<file path="src/rtl/turn_sequencer.sv">
// turn_sequencer: turns a raw, bouncing player button and move switches into
// one clean enter/move handshake per accepted turn for the game core. It also
// keeps turn, win and loss tallies.
//
// Ports
//   clock, reset_n    system clock (rising edge); asynchronous active-low reset
//   btn_i             raw player button (asynchronous, bouncing)
//   move_sw_i[2:0]    raw player move switches
//   game_ready_i      game core is waiting for a move
//   game_gameover_i   game core game-over flag
//   game_lostwon_i    game core result, 1 = won
//   enter_o           enter strobe to the game core (registered)
//   move_o[2:0]       move value; changes only on entry to DRIVE
//   turn_count_o[4:0] accepted turns in the current game (saturates at 31)
//   wins_o/losses_o   games won / lost (saturate at 15)
//   reject_o          one-cycle pulse: move refused or not acknowledged
//   auto_move_o       one-cycle pulse: timeout move issued
//
// Build option: define TURN_TIMEOUT_EN to enable the ARMED idle timeout, which
// issues move 1 after TIMEOUT_CYCLES cycles without a press. Without it there
// is no timeout counter and auto_move_o is tied to 0.
module turn_sequencer #(
    parameter int DEBOUNCE_CYCLES = 4,
    parameter int ACK_CYCLES      = 8,
    parameter int TIMEOUT_CYCLES  = 1000
) (
    input  logic       clock,
    input  logic       reset_n,
    input  logic       btn_i,
    input  logic [2:0] move_sw_i,
    input  logic       game_ready_i,
    input  logic       game_gameover_i,
    input  logic       game_lostwon_i,
    output logic       enter_o,
    output logic [2:0] move_o,
    output logic [4:0] turn_count_o,
    output logic [3:0] wins_o,
    output logic [3:0] losses_o,
    output logic       reject_o,
    output logic       auto_move_o
);
    localparam int DBW = $clog2(DEBOUNCE_CYCLES + 1);
    localparam int AKW = $clog2(ACK_CYCLES + 1);

    typedef enum logic [1:0] {
        WAIT_RDY = 2'd0,
        ARMED    = 2'd1,
        DRIVE    = 2'd2,
        RELEASE  = 2'd3
    } state_t;

    state_t           state_q;
    logic             btn_s1_q, btn_s2_q;
    logic [2:0]       mv_s1_q, mv_s2_q;
    logic             db_lvl_q;
    logic [DBW-1:0]   db_cnt_q;
    logic             go_q;
    logic [AKW-1:0]   ack_q;
    logic             enter_q, reject_q;
    logic [2:0]       move_q;
    logic [4:0]       tc_q;
    logic [3:0]       wins_q, losses_q;
    logic             db_flip, press, mv_ok, go_rise, tc_inc;

    // The debounced level flips on the last of DEBOUNCE_CYCLES consecutive
    // synchronized samples that disagree with it; a press is a 0->1 flip.
    assign db_flip = (btn_s2_q != db_lvl_q) && (db_cnt_q == DBW'(DEBOUNCE_CYCLES - 1));
    assign press   = db_flip && btn_s2_q;
    assign mv_ok   = (mv_s2_q != 3'd0) && (mv_s2_q <= 3'd5);
    assign go_rise = game_gameover_i && !go_q;
    assign tc_inc  = (state_q == DRIVE) && !game_ready_i;

    always_ff @(posedge clock or negedge reset_n) begin
        if (!reset_n) begin
            btn_s1_q <= 1'b0;
            btn_s2_q <= 1'b0;
            mv_s1_q  <= 3'd0;
            mv_s2_q  <= 3'd0;
            db_lvl_q <= 1'b0;
            db_cnt_q <= '0;
            go_q     <= 1'b0;
        end else begin
            btn_s1_q <= btn_i;
            btn_s2_q <= btn_s1_q;
            mv_s1_q  <= move_sw_i;
            mv_s2_q  <= mv_s1_q;
            go_q     <= game_gameover_i;
            if (btn_s2_q == db_lvl_q) begin
                db_cnt_q <= '0;
            end else if (db_flip) begin
                db_lvl_q <= btn_s2_q;
                db_cnt_q <= '0;
            end else begin
                db_cnt_q <= db_cnt_q + 1'b1;
            end
        end
    end

`ifdef TURN_TIMEOUT_EN
    localparam int TW = $clog2(TIMEOUT_CYCLES + 1);
    logic [TW-1:0] tmo_q;
    logic          auto_q;
    assign auto_move_o = auto_q;
`else
    assign auto_move_o = 1'b0;
`endif

    always_ff @(posedge clock or negedge reset_n) begin
        if (!reset_n) begin
            state_q  <= WAIT_RDY;
            enter_q  <= 1'b0;
            move_q   <= 3'd0;
            ack_q    <= '0;
            reject_q <= 1'b0;
`ifdef TURN_TIMEOUT_EN
            tmo_q    <= '0;
            auto_q   <= 1'b0;
`endif
        end else begin
            reject_q <= 1'b0;
`ifdef TURN_TIMEOUT_EN
            auto_q   <= 1'b0;
            // Holding the count at 0 outside ARMED restarts it on every entry.
            if (state_q != ARMED) tmo_q <= '0;
`endif
            case (state_q)
                WAIT_RDY: begin
                    enter_q <= 1'b0;
                    if (game_ready_i) state_q <= ARMED;
                end
                ARMED: begin
                    if (press) begin
`ifdef TURN_TIMEOUT_EN
                        tmo_q <= '0;
`endif
                        if (mv_ok) begin
                            move_q  <= mv_s2_q;
                            enter_q <= 1'b1;
                            ack_q   <= '0;
                            state_q <= DRIVE;
                        end else begin
                            reject_q <= 1'b1;
                        end
                    end
`ifdef TURN_TIMEOUT_EN
                    else if (tmo_q == TW'(TIMEOUT_CYCLES - 1)) begin
                        move_q  <= 3'd1;
                        auto_q  <= 1'b1;
                        enter_q <= 1'b1;
                        ack_q   <= '0;
                        state_q <= DRIVE;
                    end else begin
                        tmo_q <= tmo_q + 1'b1;
                    end
`endif
                end
                DRIVE: begin
                    if (!game_ready_i) begin
                        enter_q <= 1'b0;
                        state_q <= RELEASE;
                    end else if (ack_q == AKW'(ACK_CYCLES - 1)) begin
                        // Core never took the move: give up, count nothing.
                        enter_q  <= 1'b0;
                        reject_q <= 1'b1;
                        state_q  <= RELEASE;
                    end else begin
                        ack_q <= ack_q + 1'b1;
                    end
                end
                RELEASE: begin
                    enter_q <= 1'b0;
                    if (game_ready_i) state_q <= ARMED;
                end
                default: state_q <= WAIT_RDY;
            endcase
        end
    end

    // Game-over clear wins over a same-cycle turn acknowledge.
    always_ff @(posedge clock or negedge reset_n) begin
        if (!reset_n) begin
            tc_q     <= 5'd0;
            wins_q   <= 4'd0;
            losses_q <= 4'd0;
        end else if (go_rise) begin
            tc_q <= 5'd0;
            if (game_lostwon_i) begin
                if (wins_q != 4'd15) wins_q <= wins_q + 1'b1;
            end else begin
                if (losses_q != 4'd15) losses_q <= losses_q + 1'b1;
            end
        end else if (tc_inc && tc_q != 5'd31) begin
            tc_q <= tc_q + 1'b1;
        end
    end

    assign enter_o      = enter_q;
    assign move_o       = move_q;
    assign turn_count_o = tc_q;
    assign wins_o       = wins_q;
    assign losses_o     = losses_q;
    assign reject_o     = reject_q;
endmodule

</file>
<file path="config.mk">
export PLATFORM = sky130hd
export DESIGN_NAME = turn_sequencer
export DESIGN_NICKNAME = d
export VERILOG_FILES = /design/src/rtl/turn_sequencer.sv
export SDC_FILE = /design/constraint.sdc
export NUM_CORES = 1
export LEC_CHECK = 0
export CORE_MARGIN = 5
export CORE_UTILIZATION = 55
export DETAILED_ROUTE_END_ITERATION = 10
export GPL_TIMING_DRIVEN = 0
export PLACE_DENSITY = 0.78
export SLEW_MARGIN = 0
export SYNTH_ARGS = -nofsm -noshare
export SYNTH_HDL_FRONTEND = slang
export SYNTH_SLANG_ARGS = --single-unit
export TNS_END_PERCENT = 50
</file>
<file path="constraint.sdc">
create_clock -name clock -period 2.9 [get_ports clock]
set_input_delay 0.58 -clock clock [delete_from_list [all_inputs] [get_ports clock]]
set_output_delay 0.58 -clock clock [all_outputs]
set_load 0.03 [all_outputs]
</file>
== After elaboration in Yosys (flattened, before gate mapping) ==
Index checks and enable logic that the tools add are counted.
W data, S select, Z words.

* Add/subtract/negate cells: 5
* Multiplexer cells: 25
* Bitwise operators: 2
* Equal/unequal tests: 16
* $lt $le $gt $ge: 1
* Reduce and logical (&&, ||, !) cells: 20

{| class="wikitable"
|+ Operators by type and width
! kind !! count
|-
| $mux W4 || 4
|-
| $add A4 B1 Y4 const B || 3
|-
| $reduce_and A3 Y1 || 4
|-
| $mux W2 || 5
|-
| $mux W5 || 2
|-
| $mux W1 || 8
|-
| $ne A2 B2 Y1 const B || 4
|-
| $ne A4 B4 Y1 const B || 2
|-
| $pmux W4 S2 || 1
|-
| $logic_and A1 B1 Y1 || 6
|-
| $mux W3 || 2
|-
| $pmux W2 S3 || 1
|-
| $add A5 B1 Y5 const B || 1
|-
| $ne A5 B5 Y1 const B || 1
|-
| $reduce_and A5 Y1 || 1
|-
| $eq A2 B2 Y1 const B || 2
|-
| $eq A4 B3 Y1 const B || 1
|-
| $reduce_and A4 Y1 || 1
|-
| $reduce_bool A2 Y1 || 2
|-
| $add A3 B1 Y3 const B || 1
|-
| $eq A3 B2 Y1 const B || 1
|-
| $le A3 B3 Y1 const B || 1
|-
| $ne A3 B2 Y1 const B || 1
|-
| $pmux W1 S3 || 1
|-
| other kinds (11) || 13
|}

* Logic and storage cells: 84
* Input bits: 9
* Bits in registers: 37

== Logic depth before layout (Yosys ltp) ==
Gate-level depths: netlist (run 1).

* Depth after elaboration: 5
* Mapped depth: 7

== Worst setup path before layout (run 1) ==
Ideal clock, no wire load.

* Path kind: register to register
* Start point: register tc_q[0] (netlist: turn_count_o[0])
* End point: register tc_q[3] (netlist: turn_count_o[3])
* Stages on the path, launching flop included: 8
* Data arrival time: 1746 ps
* Buffers on the path: 0
* Slack: 1026 ps
* Period minus slack after synthesis: 1874 ps
* Cell sequence: dfrtp_1 > ha_1 > and3_1 > ha_1 > nor3b_2 > nand4_1 > xor2_1 > nor2_1

* Word-level cells in the longest chain between the ends: 3

{| class="wikitable"
|+ Ends and longest elaborated chain
! item !! RTL line !! text
|-
| start, declared || 61 || <nowiki>logic [4:0] tc_q;</nowiki>
|-
| start signal, assigned || 193 || <nowiki>tc_q <= tc_q + 1'b1;</nowiki>
|-
| $add A5 B1 Y5 or $ne A5 B5 Y1 (tied branches) || 193, 192 ||
|-
| $mux W5 or $logic_and A1 B1 Y1 (tied branches) || 192 || <nowiki>end else if (tc_inc && tc_q != 5'd31) begin</nowiki>
|-
| $mux W5 or $reduce_bool A2 Y1 (tied branches) || n/a ||
|}

Parallel ways exist; a longest one is shown, timed or not. The select of a mux whose other input is x is not followed.
A chain may end at the register's enable or synchronous reset.

== Worst setup path after layout (run 1) ==
* Start point: register tc_q[2] (netlist: turn_count_o[2])
* End point: output port turn_count_o[2]

{| class="wikitable"
|+ RTL lines
! item !! RTL line !! text
|-
| end, declared || 36 || <nowiki>output logic [4:0] turn_count_o,</nowiki>
|}

No word-level cell between the ends.

==> reports/qor.csv, run 1 <==
stage,metric,value,unit
grt,antenna_found_initial,0,
worst_setup_path,crit_fanout,4,
cells_and_area,final_common_cell,dfrtp_1,
placed_design,dp_hpwl,2205,um
logic_synthesis,ys_seq_area_share,54.37,%
cts,cts_max_level,2,
logic_synthesis,syn_nets,159,
run_status,status,"finished, final reports clean",
floorplanning,start_util,56.71,%
route,drc,0,
worst_setup_path,cp.arrival,1480,ps
route,met1Wirelength,1353,um
logic_synthesis,yosys_most_used_dff,dfrtp_1,
route,drtPass1Iterations,4,
worst_setup_path,start_kind,flop,
worst_setup_path,r2r-end,ack_q[1],
timing,finalSetupViolations,0,
grt,grt_pass1_vias,1238,
logic_synthesis,ys_ff_latch,37,
worst_setup_path,cpPeakStageDelay,700,ps
min_path,hold_class,in -> async,
worst_setup_path,crit_family,buffers and inverters,
worst_setup_path,cp_num_buf_inv,1,
timing,rsz0062_at_grt,no,
pwr,vdd.ir_drop.worst,667.6,uV
logic_synthesis,synth_edf_count,0,
route,wl_per_cell,14.54,um
route,dr_wl_met2,1459,um
route,ant_nets,0,
worst_setup_path,r2r_setup_slack,970,ps
timing,period_needed,2056,ps
timing,worst_pin_slew,787.3,ps
cts,cts_tree,yes,
floorplanning,die_area,0.004309,mm^2
grt,grt_pass1_wl,5430,um
grt,grt_usage,16.91,%
cts,clockRootBuffer,clkbuf_4,
logic_synthesis,synth_top_cell_by_area,dfrtp_1,
floorplanning,io_pins,28,
route,top_layer,met4,
cts,clkTransAtPathRegs,110,ps
timing,slew_headroom,47.51,%
cts,cts_resized,0,
placed_design,port-buffer-count,26,
cells_and_area,syn_to_final_growth,21.53,%
cts,numCtsBuffers,5,
cts,post-cts-setup-buffers,0,
logic_synthesis,avgSynthCellArea,12.08,um^2
worst_setup_path,path_class,reg -> out,
placed_design,routabilityCongestion,0.7251,
logic_synthesis,netlist.area_leader.share,54.37,%
floorplanning,core,0.003003,mm^2
route,first_iter_violations,27,
floorplanning,die_h,65.65,um
logic_synthesis,netlist_top_cells_area,"dfrtp_1 54%, ha_1 6.6%, mux2_2 2.6%, xnor2_1 2.6%, nand3_1 2.4%",
worst_setup_path,ff2ff_path_depth,7,
timing,fmax,0.4864,GHz
cts,clk_latency,340,ps
cells_and_area,final_cell_mix,"37 x dfrtp_1, 25 x clkdlybuf4s50_1, 9 x nor2_1, 9 x ha_1, 8 x nand3_1",
route,vias_per_cell,5.611,
timing,setup_tns,0,ps
run,maxCapViolCount,0,
timing,finalClockSkew,5.997,ps
cells_and_area,diodes,0,
route,routed_wl,3025,um
worst_setup_path,cpMaxStageDelayCell,clkdlybuf4s50_1,
floorplanning,rows,20,
logic_synthesis,synth_area,0.001703,mm^2
cts,cts_max_path_buffers,2,
timing,report.final.slew_viol_count,0,
logic_synthesis,async_reset_ff_share,100.0,%
worst_setup_path,crit_path_end_kind,output pin,
cells_and_area,fin_nets,192,
cts,clkSinkCount,37,
timing,fin_crit_sh,70.89,%
route,vias,1167,
pwr,power.density,890.2,mW/mm^2
cells_and_area,nFillCells,237,
logic_synthesis,ys_types,47,
logic_synthesis,synth-warning-count,0,
pwr,leakage,0.9515,nW
cts,cts_hold_buf,0,
grt,overflow,0,
cells_and_area,fin_util,68.92,%
grt,grt_max_degree,38,
worst_setup_path,crit_required,2320,ps
cells_and_area,drive_gt1_share,14.29,%
floorplanning,die_w,65.65,um
worst_setup_path,cp_cell_sequence,clkdlybuf4s50_1,
worst_setup_path,reg2reg_from,state_q[0],
route,dr_wl_met3,152,um
logic_synthesis,syn_inst,141,
timing,hold_violations,0,
[metal layers]
metal	up-vias	GRT usage, %
li1	573	-
met1	559	19.87
met2	29	27.53
met3	6	4.957
met4	0	9.326
met5	-	0
[stage by stage]
stage / total power, mW / std cells / area, um^2 / worst slack (ps) / hold slack (ps)
floorplan: 1.270 / 141 / 1703 / 1026 / 284.4
global placement: 1.504 / 200 / 2004 / 511.9 / 331.4
detailed placement: 1.546 / 200 / 1999 / 615.4 / 340.2
CTS: 1.863 / 208 / 2069 / 824.8 / 319.1
global route: 1.968 / 208 / 2069 / 771.5 / 366.9
finish: 1.842 / 208 / 2069 / 844.2 / 303.5
[state kept, by name (all words and copies together) (netlist names), 2 cells and up]
register and cells:
ack_q 4, db_cnt_q 3, losses_o 4, move_o 3, mv_s1_q 3, mv_s2_q 3, state_q 2, turn_count_o 5
wins_o 4
[worst max-delay path by stage]
stage / cells after the start / to / startpoint / slack (ps)
floorplan: 7 / turn_count_o[3] / turn_count_o[0] / 1030
global placement: 1 / wins_o[3] / reset_n / 510
detailed placement: 6 / ack_q[3] / game_ready_i / 620
CTS: 1 / turn_count_o[2] / turn_count_o[2] / 820
global route: 1 / wins_o[0] / wins_o[0] / 770
finish: 1 / turn_count_o[2] / turn_count_o[2] / 840
[cells by family after synthesis]
| family | share of synthesized area [%] |
|---|---|
| buf+inv | 2.645 |
| compound gates | 9.847 |
| xor+xnor | 4.629 |
| flops | 54.37 |
| fa+ha+maj | 6.613 |
| other cells | 0.2202 |
| mux | 4.408 |
| simple gates | 17.27 |
[cell usage after synthesis, types with 3 or more instances]
cell	n
dfrtp_1	37
ha_1	9
nor2_1	9
nand3_1	8
inv_1	6
nand2_1	5
xnor2_1	5
mux2_2	4
nor3_1	4
xor2_1	4
and3_2	3
mux2i_1	3
nor2b_1	3
nor3b_1	3
[where the power goes]
| part | internal [mW] | switching [mW] |
|---|---|---|
| combinational | 0.352 | 0.411 |
| sequential | 0.644 | 0.123 |
| clock | 0.141 | 0.171 |
[final cells by class]
type	instances	area (um^2)	area share (%)
buffer	3	22.52	1.088
tap	33	41.29	1.995
sequential	37	925.9	44.74
multi-input combinational	95	732.0	35.37
timing repair buffer	26	255.2	12.33
clock buffer	7	65.06	3.144
clock inverter	1	5.005	0.2418
inverter	6	22.52	1.088
No activity file was read; power rests on OpenSTA's default activity.
==> run 2, diff against run 1 <==
Settings changed: CORE_UTILIZATION 55 to 52, PLACE_DENSITY 0.78 to 0.74.
Clock period 2.9 ns to 2.1 ns, I/O delays scaled along.
==> run 2 against run 1 <==
Effect of this change: worst hold slack worse by 150 ps; flip-flop and latch count unchanged; clock power up 67%; sequential power up 38%; critical endpoint is now ack_q[1]; setup slack worse by 680 ps; clock-buffer cell count down 1; combinational power up 38%; global-route usage down 0.73 points.
==> reports/qor.csv, run 2 (synthesis results as in run 1) <==
stage,metric,value,unit,change
run_status,status,"finished, final reports clean",,
timing,rsz0062_at_grt,no,,
grt,grt_max_degree,38,,unchanged
cts,clockRootBuffer,clkbuf_4,,
worst_setup_path,r2r-end,ack_q[1],,
timing,fin_crit_sh,92.21,%,
worst_setup_path,cpPeakStageDelay,420,ps,-280 ps
pwr,p_seq_share,40.3,%,-1.4 points
timing,setup_ws,163.6,ps,-680.6 ps
cts,post-cts-setup-buffers,0,,unchanged
run,maxCapViolCount,0,,unchanged
floorplanning,rows,20,,unchanged
placed_design,dp_hpwl,2195,um,-0.45%
worst_setup_path,start_kind,flop,,
floorplanning,die_w,67.23,um,+2.4%
cells_and_area,final_common_cell,dfrtp_1,,
worst_setup_path,crit_path_end_kind,flop,,
placed_design,post-place-ws,-47.09,ps,-662.4 ps
timing,report.final.slew_viol_count,0,,unchanged
cells_and_area,largest_reg_flops,5,,unchanged
worst_setup_path,cp_cell_sequence,inv_1 > ha_1 > nand2_2 > or2_0 > buf_6 > a21o_1 > a221o_1,,
grt,grt_pass1_wl,5471,um,+0.76%
pwr,clkPwrFrac,19.7,%,+2.8 points
route,drtPass1Iterations,4,,unchanged
pwr,power_switching,971.6,uW,+38%
worst_setup_path,cpMaxStageDelayCell,dfrtp_1,,
cts,numCtsBuffers,5,,unchanged
timing,period_needed,1936,ps,
worst_setup_path,critPathLaunch,state_q[0],,
cts,clkSinkCount,37,,unchanged
route,routed_wl,3050,um,+0.83%
route,wl_per_cell,13.93,um,-4.2%
worst_setup_path,endpoint,ack_q[1],,
worst_setup_path,crit_fanout,9,,+5
timing,holdWs,156.9,ps,-146.5 ps
timing,worst_pin_slew,802.0,ps,+14.64 ps
worst_setup_path,path_class,reg -> reg,,
placed_design,place_area,0.002013,mm^2,+0.69%
cells_and_area,fin_util,67.74,%,-1.2 points
placed_design,port-buffer-count,26,,unchanged
timing,finalSetupViolations,0,,unchanged
worst_setup_path,r2r_setup_slack,160,ps,-810 ps
worst_setup_path,ff2ff_path_depth,7,,unchanged
worst_setup_path,cp.depth,7,,+6
cts,cts_max_path_buffers,2,,unchanged
route,first_iter_violations,71,,+160%
pwr,p_sw_share,37.01,%,-1.3 points
route,ant_nets,0,,unchanged
cts,cts_max_level,2,,unchanged
cells_and_area,fin_nets,192,,unchanged
cells_and_area,diodes,0,,unchanged
cts,cts_resized,0,,unchanged
cells_and_area,final_area,0.002102,mm^2,+1.6%
timing,hold_violations,0,,unchanged
cells_and_area,nFillCells,255,,+7.6%
min_path,hold_class,in -> async,,
cells_and_area,drive_gt1_share,14.29,%,unchanged
worst_setup_path,crit_family,compound AO/OA/AOI/OAI gates,,
placed_design,routabilityCongestion,0.7515,,+3.6%
cts,cts_hold_buf,0,,unchanged
pwr,pwr-share-comb,39.9,%,-1.5 points
pwr,leakage,0.9547,nW,+0.33%
grt,overflow,0,,unchanged
cts,clk_latency,330,ps,about the same
worst_setup_path,cp_num_buf_inv,2,,+1
pwr,vdd.ir_drop.worst,810.7,uV,+21%
route,drc,0,,unchanged
grt,grt_usage,16.18,%,-0.73 points
worst_setup_path,reg2reg_from,state_q[0],,
floorplanning,start_util,54.88,%,-1.8 points
timing,fmax,0.5164,GHz,
route,vias,1204,,+3.2%
floorplanning,die_area,0.004519,mm^2,+4.9%
floorplanning,core,0.003103,mm^2,+3.3%
pwr,internal-power,1.654,mW,+45%
cells_and_area,syn_to_final_growth,23.44,%,
cts,cts_tree,yes,,
pwr,power.density,1249,mW/mm^2,+40%
worst_setup_path,crit_required,2330,ps,about the same
floorplanning,die_h,67.23,um,+2.4%
timing,finalClockSkew,10.40,ps,+4.405 ps
grt,antenna_found_initial,0,,unchanged
grt,grt_pass1_vias,1287,,+4.0%
cells_and_area,final_cell_mix,"37 x dfrtp_1, 25 x clkdlybuf4s50_1, 9 x nor2_1, 9 x ha_1, 8 x nand3_1",,
cts,clkTransAtPathRegs,110,ps,about the same
worst_setup_path,cp.arrival,2170,ps,+690 ps
floorplanning,io_pins,28,,unchanged
timing,slew_headroom,46.53,%,-0.98 points
route,vias_per_cell,5.498,,-2.0%
-- run 2: per-stage QoR --
step           power [mW]  cells  setup TNS, ps
6_report            2.625    219              0
5_1_grt             2.824    219              0
4_1_cts             2.658    219              0
3_5_place_dp        2.125    211         -116.0
3_3_place_gp        2.088    211          -5982
2_1_floorplan       1.754    141              0
-- run 2: cell type report --
class | count | area, um^2 | area share (%)
plain buffers | 3 | 22.52 | 1.071
clock inverters | 2 | 37.54 | 1.786
repair buffers | 26 | 255.2 | 12.14
multi-input cells | 95 | 732.0 | 34.82
flip-flops and latches | 37 | 925.9 | 44.05
well taps | 44 | 55.05 | 2.619
clock buffers | 6 | 51.30 | 2.440
inverters | 6 | 22.52 | 1.071
-- run 2: worst reg2reg max path, cell delays in order (launching register included) --
cell     delay, ps
dfrtp_1        420
inv_1           80
ha_1           330
nand2_2        100
or2_0          250
buf_6          140
a21o_1         210
a221o_1        300
-- run 2: power groups by stage --
stage / clock network [mW] / registers (mW) / logic [mW]
2_1_floorplan: 0 / 1.25 / 0.504
3_3_place_gp: 0 / 1.06 / 1.03
3_5_place_dp: 0 / 1.07 / 1.05
4_1_cts: 0.536 / 1.06 / 1.06
5_1_grt: 0.571 / 1.09 / 1.16
6_report: 0.518 / 1.06 / 1.05
-- run 2: worst min-delay path by stage --
stage	start	end	slack [ps]	cells past startpoint
2_1_floorplan	reset_n	ack_q[0]	120	0
4_1_cts	reset_n	move_o[2]	170	1
3_3_place_gp	mv_s1_q[0]	mv_s2_q[0]	330	0
5_1_grt	reset_n	move_o[1]	210	1
3_5_place_dp	mv_s1_q[2]	mv_s2_q[2]	340	0
6_report	reset_n	ack_q[2]	160	1
-- run 2: layer usage --
layer / wire, um / GRT usage, %
met5: 0 / 0
met4: 19 / 5.823
met3: 171 / 4.659
met2: 1605 / 29.94
met1: 1254 / 17.34
==> run 3, diff against run 2 <==
Settings changed: CAP_MARGIN set to 20, CORE_ASPECT_RATIO set to 1.2, CTS_CLUSTER_SIZE set to 10.
==> run 3 against run 2 <==
Effect of this change: register-to-register slack hardly changed; highest routed layer unchanged; setup slack better by 7.7 ps; combinational power hardly changed; clock skew is 4.8 ps lower; fmax is 0.40% higher; largest cell class unchanged; critical path type unchanged; clock power is 32% lower; final area is 2.3% lower; worst hold slack worse by 5.7 ps; non-clock buffer count stayed put.
==> reports/qor.csv, run 3 (synthesis results as in run 1) <==
stage,metric,value,unit,change
worst_setup_path,path_class,reg -> reg,,
route,first_iter_violations,30,,-58%
cells_and_area,fin_nets,192,,unchanged
cts,cts_tree,yes,,
worst_setup_path,cp_cell_sequence,inv_1 > ha_1 > nand2_2 > or2_0 > buf_6 > a21o_1 > a221o_1,,
run_status,status,"finished, final reports clean",,
floorplanning,die_h,72.69,um,+8.1%
floorplanning,io_pins,28,,unchanged
timing,holdWs,151.3,ps,-5.657 ps
route,vias,1190,,-1.2%
cts,clkTransAtPathRegs,110,ps,about the same
pwr,p_sw_share,39.25,%,+2.2 points
timing,rsz0062_at_grt,no,,
cts,post-cts-setup-buffers,0,,unchanged
timing,finalClockSkew,5.587,ps,-4.814 ps
cts,numCtsBuffers,5,,unchanged
pwr,leakage,0.9422,nW,-1.3%
worst_setup_path,cpPeakStageDelay,420,ps,about the same
worst_setup_path,start_kind,flop,,
grt,antenna_found_initial,0,,unchanged
cts,clkSinkCount,37,,unchanged
pwr,total_power,2.474,mW,-5.8%
placed_design,dp_cells,203,,-3.8%
timing,fin_crit_sh,91.84,%,-0.37 points
route,ant_nets,0,,unchanged
pwr,internal-power,1.503,mW,-9.1%
cells_and_area,syn_to_final_growth,20.65,%,
cells_and_area,final_area,0.002054,mm^2,-2.3%
timing,setup_tns,0,ps,unchanged
floorplanning,start_util,54.75,%,-0.13 points
worst_setup_path,cp.arrival,2160,ps,about the same
route,routed_wl,3043,um,-0.23%
cells_and_area,final_cells,211,,-3.7%
pwr,vdd.ir_drop.worst,964.1,uV,+19%
cts,cts_resized,0,,unchanged
timing,worst_pin_slew,774.6,ps,-27.41 ps
timing,hold_violations,0,,unchanged
worst_setup_path,crit_path_end_kind,flop,,
cts,cts_max_path_buffers,2,,unchanged
cts,cts_max_level,2,,unchanged
route,drc,0,,unchanged
grt,grt_max_degree,38,,unchanged
cells_and_area,largest_reg_flops,5,,unchanged
cts,cts_hold_buf,0,,unchanged
cts,clk_latency,330,ps,about the same
floorplanning,die_area,0.004524,mm^2,+0.10%
run,maxCapViolCount,0,,unchanged
worst_setup_path,crit_fanout,9,,unchanged
placed_design,routabilityCongestion,0.8455,,+13%
grt,grt_pass1_wl,5520,um,+0.90%
grt,overflow,0,,unchanged
placed_design,port-buffer-count,26,,unchanged
worst_setup_path,reg2reg_from,state_q[0],,
min_path,hold_class,in -> async,,
timing,slew_headroom,48.36,%,+1.8 points
grt,grt_usage,15.24,%,-0.94 points
timing,period_needed,1929,ps,-7.692 ps
floorplanning,core,0.003110,mm^2,+0.24%
floorplanning,die_w,62.24,um,-7.4%
cells_and_area,diodes,0,,unchanged
cells_and_area,drive_gt1_share,13.71,%,-0.57 points
pwr,power.density,1204,mW/mm^2,-3.6%
placed_design,place_area,0.002003,mm^2,-0.50%
cells_and_area,final_common_cell,dfrtp_1,,
placed_design,dp_hpwl,2300,um,+4.8%
cts,clockRootBuffer,clkbuf_4,,
pwr,power_switching,970.9,uW,about the same
floorplanning,rows,22,,+10%
route,drtPass1Iterations,4,,unchanged
pwr,p_seq_share,43.0,%,+2.7 points
worst_setup_path,crit_required,2330,ps,about the same
timing,setup_ws,171.3,ps,+7.692 ps
cells_and_area,final_cell_mix,"37 x dfrtp_1, 25 x clkdlybuf4s50_1, 9 x nor2_1, 9 x ha_1, 8 x nand3_1",,
pwr,pwr-share-comb,42.8,%,+2.9 points
route,wl_per_cell,14.42,um,+3.6%
cells_and_area,fin_util,66.05,%,-1.7 points
timing,report.final.slew_viol_count,0,,unchanged
placed_design,post-place-ws,-52.81,ps,-5.723 ps
timing,fmax,0.5185,GHz,+0.40%
grt,grt_pass1_vias,1269,,-1.4%
pwr,clkPwrFrac,14.3,%,-5.4 points
worst_setup_path,cpMaxStageDelayCell,dfrtp_1,,
timing,finalSetupViolations,0,,unchanged
worst_setup_path,critPathLaunch,state_q[0],,
route,vias_per_cell,5.640,,+2.6%
## run 3: changes by cell type in the layout (fill, tap and decap cells not counted)
cell and change:
clkbuf_1 +1, clkinv_2 +2, bufinv_16 -1, clkbuf_8 -1, clkinvlp_4 -1
## run 3: worst paths after layout
check	slack, ps	cells after the start	end
hold reg to reg	360	0	mv_s2_q[0]
max in group asynchronous	1460	1	mv_s2_q[1]
min in group clock	360	0	mv_s2_q[0]
setup / recovery	170	7	ack_q[1]
hold / removal	150	1	state_q[0]
setup reg to reg	170	7	ack_q[1]
## run 3: routing by layer
layer	global-route usage, %	wire [um]
met5	0	0
met4	7.229	51
met2	26.04	1567
met3	4.777	143
met1	17.31	1280
## run 3: cell type report
type | count | area (um^2)
buffer | 3 | 22.52
fill | 253 | 1056
clock inverter | 2 | 10.01
sequential | 37 | 925.9
clock buffer | 6 | 41.29
inverter | 6 | 22.52
timing repair buffer | 26 | 255.2
multi-input combinational | 95 | 732.0
tap | 36 | 45.04
## run 3: critical path: cells and delay by family (launching register included)
family / cells / cell delay (ps)
adder cells (fa/ha/maj): 1 / 340
AO/OA/AOI/OAI: 2 / 490
flip-flops: 1 / 420
buffers and inverters: 2 / 230
AND/OR/NAND/NOR: 2 / 340
## run 3: power by group through the flow
stage                     Clock [mW]  Sequential (mW)  Combinational [mW]
final                          0.353             1.06                1.06
after global routing           0.398             1.10                1.17
after CTS                      0.369             1.07                1.07
after detailed placement           0             1.08                1.07
after global placement             0             1.06                1.03
after floorplan                    0             1.25               0.504
